`config.mk`:
```
export PLATFORM = sky130hd
export DESIGN_NAME = npu_writeback
export DESIGN_NICKNAME = d
export VERILOG_FILES = /design/src/rtl/npu_pkg.sv /design/src/rtl/npu_requant.sv /design/src/rtl/npu_writeback.sv
export SDC_FILE = /design/constraint.sdc
export NUM_CORES = 1
export LEC_CHECK = 0
export ABC_CLOCK_PERIOD_IN_PS = 10100
export BUFFER_PORTS_ARGS = -buffer_cell sky130_fd_sc_hd__buf_4
export CORE_ASPECT_RATIO = 0.6
export CORE_MARGIN = 2
export CORE_UTILIZATION = 52
export CTS_CLUSTER_DIAMETER = 150
export DETAILED_ROUTE_END_ITERATION = 16
export PLACE_DENSITY = 0.83
export SETUP_SLACK_MARGIN = 0.05
export SKIP_CTS_REPAIR_TIMING = 1
export SYNTH_ARGS = -nofsm -noshare
export SYNTH_HDL_FRONTEND = slang
export SYNTH_SLANG_ARGS = --single-unit
```
`constraint.sdc`:
```
create_clock -name clk -period 10.1 [get_ports clk]
set_input_delay 1.01 -clock clk [delete_from_list [all_inputs] [get_ports clk]]
set_output_delay 1.01 -clock clk [all_outputs]
set_load 0.005 [all_outputs]
```
`src/rtl/npu_pkg.sv`:
```
// Shared constants, writeback FSM state type and bank decode helper.
package npu_pkg;

   localparam int LANES  = 4;
   localparam int ACC_W  = 16;
   localparam int ADDR_W = 14;

   typedef enum logic [1:0] {
      ST_IDLE   = 2'd0,
      ST_ACTIVE = 2'd1,
      ST_WRITE  = 2'd2,
      ST_DONE   = 2'd3
   } wb_state_t;

   // One-hot select for the four write-back RAM banks.
   function automatic logic [3:0] bank_onehot(input logic [1:0] num);
      return 4'b0001 << num;
   endfunction

endpackage

```
`src/rtl/npu_requant.sv`:
```
// Per-lane requantizer: signed round-half-up, arithmetic right shift,
// saturation to a signed byte. Optional ReLU under macro NPU_WB_RELU_EN.
module npu_requant #(
   parameter int ACC_W = 16
) (
   input  logic signed [ACC_W-1:0] acc,
   input  logic        [3:0]       shift,
   output logic        [7:0]       q
);

   // One guard bit keeps the rounding add from overflowing.
   localparam logic signed [ACC_W:0] Q_MAX = (ACC_W+1)'(127);
   localparam logic signed [ACC_W:0] Q_MIN = -(ACC_W+1)'(128);

   logic signed [ACC_W:0] ext;
   logic signed [ACC_W:0] rnd_bias;
   logic signed [ACC_W:0] rounded;
   logic signed [ACC_W:0] shifted;

   // Round, shift, clamp (and clip negatives when ReLU is built in).
   always_comb begin
      ext      = {acc[ACC_W-1], acc};
      rnd_bias = '0;
      if (shift != 4'd0) begin
         rnd_bias = (ACC_W+1)'(1) << (shift - 4'd1);
      end
      rounded = ext + rnd_bias;
      shifted = rounded >>> shift;
      if (shifted > Q_MAX) begin
         q = 8'h7F;
      end else if (shifted < Q_MIN) begin
         q = 8'h80;
      end else begin
         q = shifted[7:0];
      end
`ifdef NPU_WB_RELU_EN
      if (shifted[ACC_W]) begin
         q = 8'h00;
      end
`endif
   end

endmodule

```
`src/rtl/npu_writeback.sv`:
```
// NPU result write-back: accepts LANES-wide accumulator beats, requantizes
// each lane to a byte and writes them one per cycle to the selected bank.
// Optional ReLU in the requantizer is enabled by macro NPU_WB_RELU_EN.
module npu_writeback #(
   parameter int LANES  = npu_pkg::LANES,
   parameter int ACC_W  = npu_pkg::ACC_W,
   parameter int ADDR_W = npu_pkg::ADDR_W
) (
   input  logic                     clk,
   input  logic                     reset,
   input  logic                     start_write_back,
   input  logic                     stop_write_back,
   input  logic [1:0]               ram_num,
   input  logic [ADDR_W-1:0]        base_addr,
   input  logic [3:0]               shift,
   input  logic                     in_valid,
   input  logic [LANES*ACC_W-1:0]   in_data,
   output logic                     in_ready,
   output logic                     wr_en,
   output logic [3:0]               wr_bank,
   output logic [ADDR_W-1:0]        ram_store_addr,
   output logic [7:0]               wr_data,
   output logic                     busy,
   output logic                     done,
   output logic [11:0]              beat_count
);

   import npu_pkg::*;

   localparam int LIDX_W = (LANES > 1) ? $clog2(LANES) : 1;

   wb_state_t            state;
   logic [1:0]           ram_num_reg;
   logic [3:0]           shift_reg;
   logic [ADDR_W-1:0]    addr_cnt;
   logic [LIDX_W-1:0]    lane_idx;
   logic [LIDX_W-1:0]    next_idx;
   logic                 stop_pend;
   logic                 handshake;
   logic [7:0]           q_lane [LANES];
   logic [7:0]           q_reg  [LANES];

   assign handshake = in_valid && in_ready;
   assign next_idx  = lane_idx + 1'b1;

   // Requantize every lane of the incoming beat in parallel; the bytes are
   // captured on the handshake so the beat itself need not be stored.
   generate
      for (genvar gi = 0; gi < LANES; gi++) begin : g_lane
         npu_requant #(.ACC_W(ACC_W)) u_requant (
            .acc   (in_data[gi*ACC_W +: ACC_W]),
            .shift (shift_reg),
            .q     (q_lane[gi])
         );
      end
   endgenerate

   // Write-back FSM; all outputs are registered. Lane 0 is driven straight
   // from the handshake so it appears in the cycle right after acceptance.
   always_ff @(posedge clk or negedge reset) begin
      if (!reset) begin
         state          <= ST_IDLE;
         ram_num_reg    <= '0;
         shift_reg      <= '0;
         addr_cnt       <= '0;
         lane_idx       <= '0;
         stop_pend      <= 1'b0;
         in_ready       <= 1'b0;
         wr_en          <= 1'b0;
         wr_bank        <= '0;
         ram_store_addr <= '0;
         wr_data        <= '0;
         busy           <= 1'b0;
         done           <= 1'b0;
         beat_count     <= '0;
         for (int i = 0; i < LANES; i++) begin
            q_reg[i] <= '0;
         end
      end else begin
         done <= 1'b0;
         case (state)
            ST_IDLE: begin
               // A simultaneous stop is deliberately ignored here.
               if (start_write_back) begin
                  state       <= ST_ACTIVE;
                  ram_num_reg <= ram_num;
                  shift_reg   <= shift;
                  addr_cnt    <= base_addr;
                  beat_count  <= '0;
                  stop_pend   <= 1'b0;
                  in_ready    <= 1'b1;
                  busy        <= 1'b1;
               end
            end
            ST_ACTIVE: begin
               if (handshake) begin
                  for (int i = 0; i < LANES; i++) begin
                     q_reg[i] <= q_lane[i];
                  end
                  beat_count     <= beat_count + 12'd1;
                  stop_pend      <= stop_write_back;
                  in_ready       <= 1'b0;
                  wr_en          <= 1'b1;
                  wr_bank        <= bank_onehot(ram_num_reg);
                  wr_data        <= q_lane[0];
                  ram_store_addr <= addr_cnt;
                  addr_cnt       <= addr_cnt + 1'b1;
                  lane_idx       <= '0;
                  state          <= ST_WRITE;
               end else if (stop_write_back) begin
                  in_ready <= 1'b0;
                  done     <= 1'b1;
                  state    <= ST_DONE;
               end
            end
            ST_WRITE: begin
               if (stop_write_back) begin
                  stop_pend <= 1'b1;
               end
               if (lane_idx == LIDX_W'(LANES-1)) begin
                  wr_en   <= 1'b0;
                  wr_bank <= '0;
                  if (stop_pend || stop_write_back) begin
                     done  <= 1'b1;
                     state <= ST_DONE;
                  end else begin
                     in_ready <= 1'b1;
                     state    <= ST_ACTIVE;
                  end
               end else begin
                  wr_data        <= q_reg[next_idx];
                  ram_store_addr <= addr_cnt;
                  addr_cnt       <= addr_cnt + 1'b1;
                  lane_idx       <= next_idx;
               end
            end
            ST_DONE: begin
               busy      <= 1'b0;
               stop_pend <= 1'b0;
               state     <= ST_IDLE;
            end
            default: begin
               state <= ST_IDLE;
            end
         endcase
      end
   end

endmodule

```
==> results.yml <==
synth:
  synthFlopType: "dfrtp_1"
  synthDominantAreaCellType: "dfrtp_1"
  postSynthAreaPerCell_um2: 7.58
  synthDominantCellAreaShare: 0.206
  ys_types: 106
  asr_flop_ratio_synth: 1.00
  synthTopCellsByArea: "dfrtp_1 (21%), nand2_1 (6.4%), ha_1 (5.7%), nor2_1 (5.2%), a21oi_1 (5.1%)"
  postSynthRegisterBits: 99
  ys_warn_count: 0
  seq_area_frac_synth: 0.206
  synthesis.instances: 1589
  synth-edff-count: 0
  syn_area_um2: 12000
status:
  result_of_the_run: "finished, final reports clean"
pwr:
  cellPowerDensity_nw_per_um2: 338
  net-switching-power_mw: 2.44
  power_frac_clock: 0.094
  power.total_mw: 4.57
  p_int_mw: 2.13
  comb_power_share: 0.738
  power_switching_share: 0.534
  p_leak_nw: 5.95
  seqPwrFrac: 0.167
  vdd.ir_drop.worst_mv: 0.242
setup_path:
  cp-endpoint: "q_reg[13]$_DFFE_PN0P_"
  crit_start: "shift_reg[1]$_DFFE_PN0P_"
  critPathLaunchType: "flop"
  required_ns: 10.37
  reg2reg_depth: 17
  critPathArrivalTime_ns: 6.64
  worstSetupEndpointType: "flop"
  worstReg2RegStart: "shift_reg[1]$_DFFE_PN0P_"
  ff2ff_setup_slack_ns: 3.73
  worst_reg2reg_path_endpoint: "q_reg[13]$_DFFE_PN0P_"
  crit_path_max_fanout: 56
  critPathKind: "reg2reg"
clock_tree:
  sinks_on_clock_net: 99
  tritoncts.num_buffers: 9
  clockRootBuffer: "clkbuf_16"
  clockBufferDepth: 2
  clock_tree_from_tritoncts: "yes"
  clock_insertion_delay_worst_skew_ns: 0.35
  clk_transition_reported_paths_ns: 0.06
  ctsHtreeMaxLevel: 3
timing:
  fraction_of_the_cycle_the_final_worst_path_needs: 0.631
  finClkSkew_ns: 0.00747
  fin_tns_setup_ns: 0
  setup-violations-final: 0
  slew-limit-headroom: 0.244
  timing_max_transition_violations_final: 0
  setup_slack_ns: 3.73
  tightestPinTransition_ns: 1.13
  final_hold_viol_count: 0
  timing.final.crit_period_ns: 6.37
  rsz0062_at_grt: "no"
  fmax_mhz: 157
global_route:
  grt-ovfl-total: 0
  pin_count_of_the_biggest_net_entering_global_routing: 80
  grt_pass1_wl_um: 63900
  grt_pass1_vias: 12000
  grtUsageTotal: 0.327
  antenna_found_initial: 0
place:
  post-place-ws_ns: 4.00
  buffer_ports.inserted: 130
  dpl.cell_count: 1946
  finalWeightedCongestion: 1.04
  dp_area_um2: 13100
  hpwlAfterDp_um: 31300
layout:
  mostFrequentLayoutCell: "nand2_1"
  post_layout_nonfiller_instances: 1962
  largest_reg_flops: 32
  final_cell_area_um2: 13500
  nets_finish: 1786
  most_frequent_cells_in_the_layout: "nand2_1 (204), nor2_1 (166), buf_4 (149)"
  antenna_cells: 0
  drive_gt1_frac: 0.152
  area.growth.synth_to_final_pct: 12.0
worst_hold_path:
  worstHoldPathType: "reg2reg"
  min_delay_path_depth: 2
detailed_routing:
  drt_iter0_drc: 1919
  totalWireLength_um: 40900
  average_detailed_routed_wire_length_per_instance_um: 20.8
  detailroute.via_count: 13000
  drt-pass1-iter-count: 7
  vias_per_cell: 6.63
  route.detailed.drc: 0
  antenna_violating_nets_remaining: 0
floorplan:
  coreArea_um2: 22900
  floorplan.die.height_um: 122
  die-width_um: 201
  start_util: 0.526
  design.die.area_um2: 24400
  io_pins: 131
  placementRows: 43
job:
  maxCapViolCount: 0
[metal layers]
layer  vias to the layer above  share of wire  global-route usage
met2                       732           0.41               0.473
met5                         -              0                   0
li1                       6036              -                   -
met4                         0          0.014              0.0602
met3                        72           0.13               0.101
met1                      6164           0.45               0.479
[power groups by stage]
stage	logic (mW)	clock network (mW)	registers (mW)
finish	3.37	0.430	0.765
floorplan	2.46	0	0.679
detailed placement	3.25	0	0.762
global route	3.65	0.455	0.790
CTS	3.27	0.437	0.758
global placement	3.21	0	0.758
[final cells by class]
| cell class | count | area (um2) |
|---|---|---|
| sequential | 99 | 2480 |
| multi-input combinational | 1346 | 8980 |
| fill | 2173 | 9430 |
| timing repair buffer | 149 | 1120 |
| tap | 315 | 394 |
| clock buffer | 12 | 256 |
| clock inverter | 4 | 120 |
| inverter | 37 | 139 |
[cell families after synthesis]
group | after synthesis | share of synthesized area
AOI/OAI and AO/OA | 533 | 0.305
xor gates and xnor gates | 92 | 0.0675
adders and majority gates | 57 | 0.0588
buffers and inverters | 147 | 0.0502
DFF | 99 | 0.206
muxes | 72 | 0.0814
other | 1 | 0.000311
and+or+nand+nor | 588 | 0.232
[worst max-delay path, cell delays in order (launching register included)]
cell and delay [ns]:
dfrtp_2 0.38, buf_4 0.27, inv_1 0.10, buf_4 0.55, nand2_1 0.69, nor2_1 0.69
ha_1 0.43, o2111ai_1 0.27, o221ai_1 0.19, a31oi_1 0.30, xnor2_1 0.26, o221ai_1 0.26
a221o_1 0.37, o22a_1 0.25, or3_4 0.42, o41ai_4 0.49, o21ai_0 0.18, a21oi_1 0.16
[per-stage QoR]
| stage | util | hold WS, ns |
|---|---|---|
| after floorplan | - | 0.445 |
| after global placement | 0.572 | 0.460 |
| after detailed placement | 0.572 | 0.468 |
| after CTS | 0.589 | 0.485 |
| after global routing | 0.589 | 0.501 |
| final | 0.589 | 0.477 |
[cells in the mapped netlist, drive strengths merged (11+ instances only)]
cell type / n
nor4: 13
a21o: 26
nand3: 37
o22ai: 21
mux2i: 35
clkbuf: 82
mux4: 19
nand2: 204
a211oi: 38
nor3: 43
xnor2: 55
and2: 12
o21a: 11
mux2: 18
o211ai: 22
o31ai: 14
a31oi: 20
or3: 15
o21ai: 129
xor2: 37
nand4: 12
nor2: 166
inv: 36
and3: 33
dfrtp: 99
buf: 28
ha: 55
a21oi: 123
[how the worst min path moves through the flow]
stage                                   startpoint                              to  slack (ns)
floorplan                     q_reg[0]$_DFFE_PN0P_            q_reg[0]$_DFFE_PN0P_        0.44
global placement    ram_store_addr[11]$_DFFE_PN0P_  ram_store_addr[11]$_DFFE_PN0P_        0.46
detailed placement   ram_store_addr[3]$_DFFE_PN0P_   ram_store_addr[3]$_DFFE_PN0P_        0.47
CTS                  ram_store_addr[3]$_DFFE_PN0P_   ram_store_addr[3]$_DFFE_PN0P_        0.49
global route                  q_reg[7]$_DFFE_PN0P_            q_reg[7]$_DFFE_PN0P_        0.50
finish              ram_store_addr[11]$_DFFE_PN0P_  ram_store_addr[11]$_DFFE_PN0P_        0.48
(Power assumes the default switching activity.)
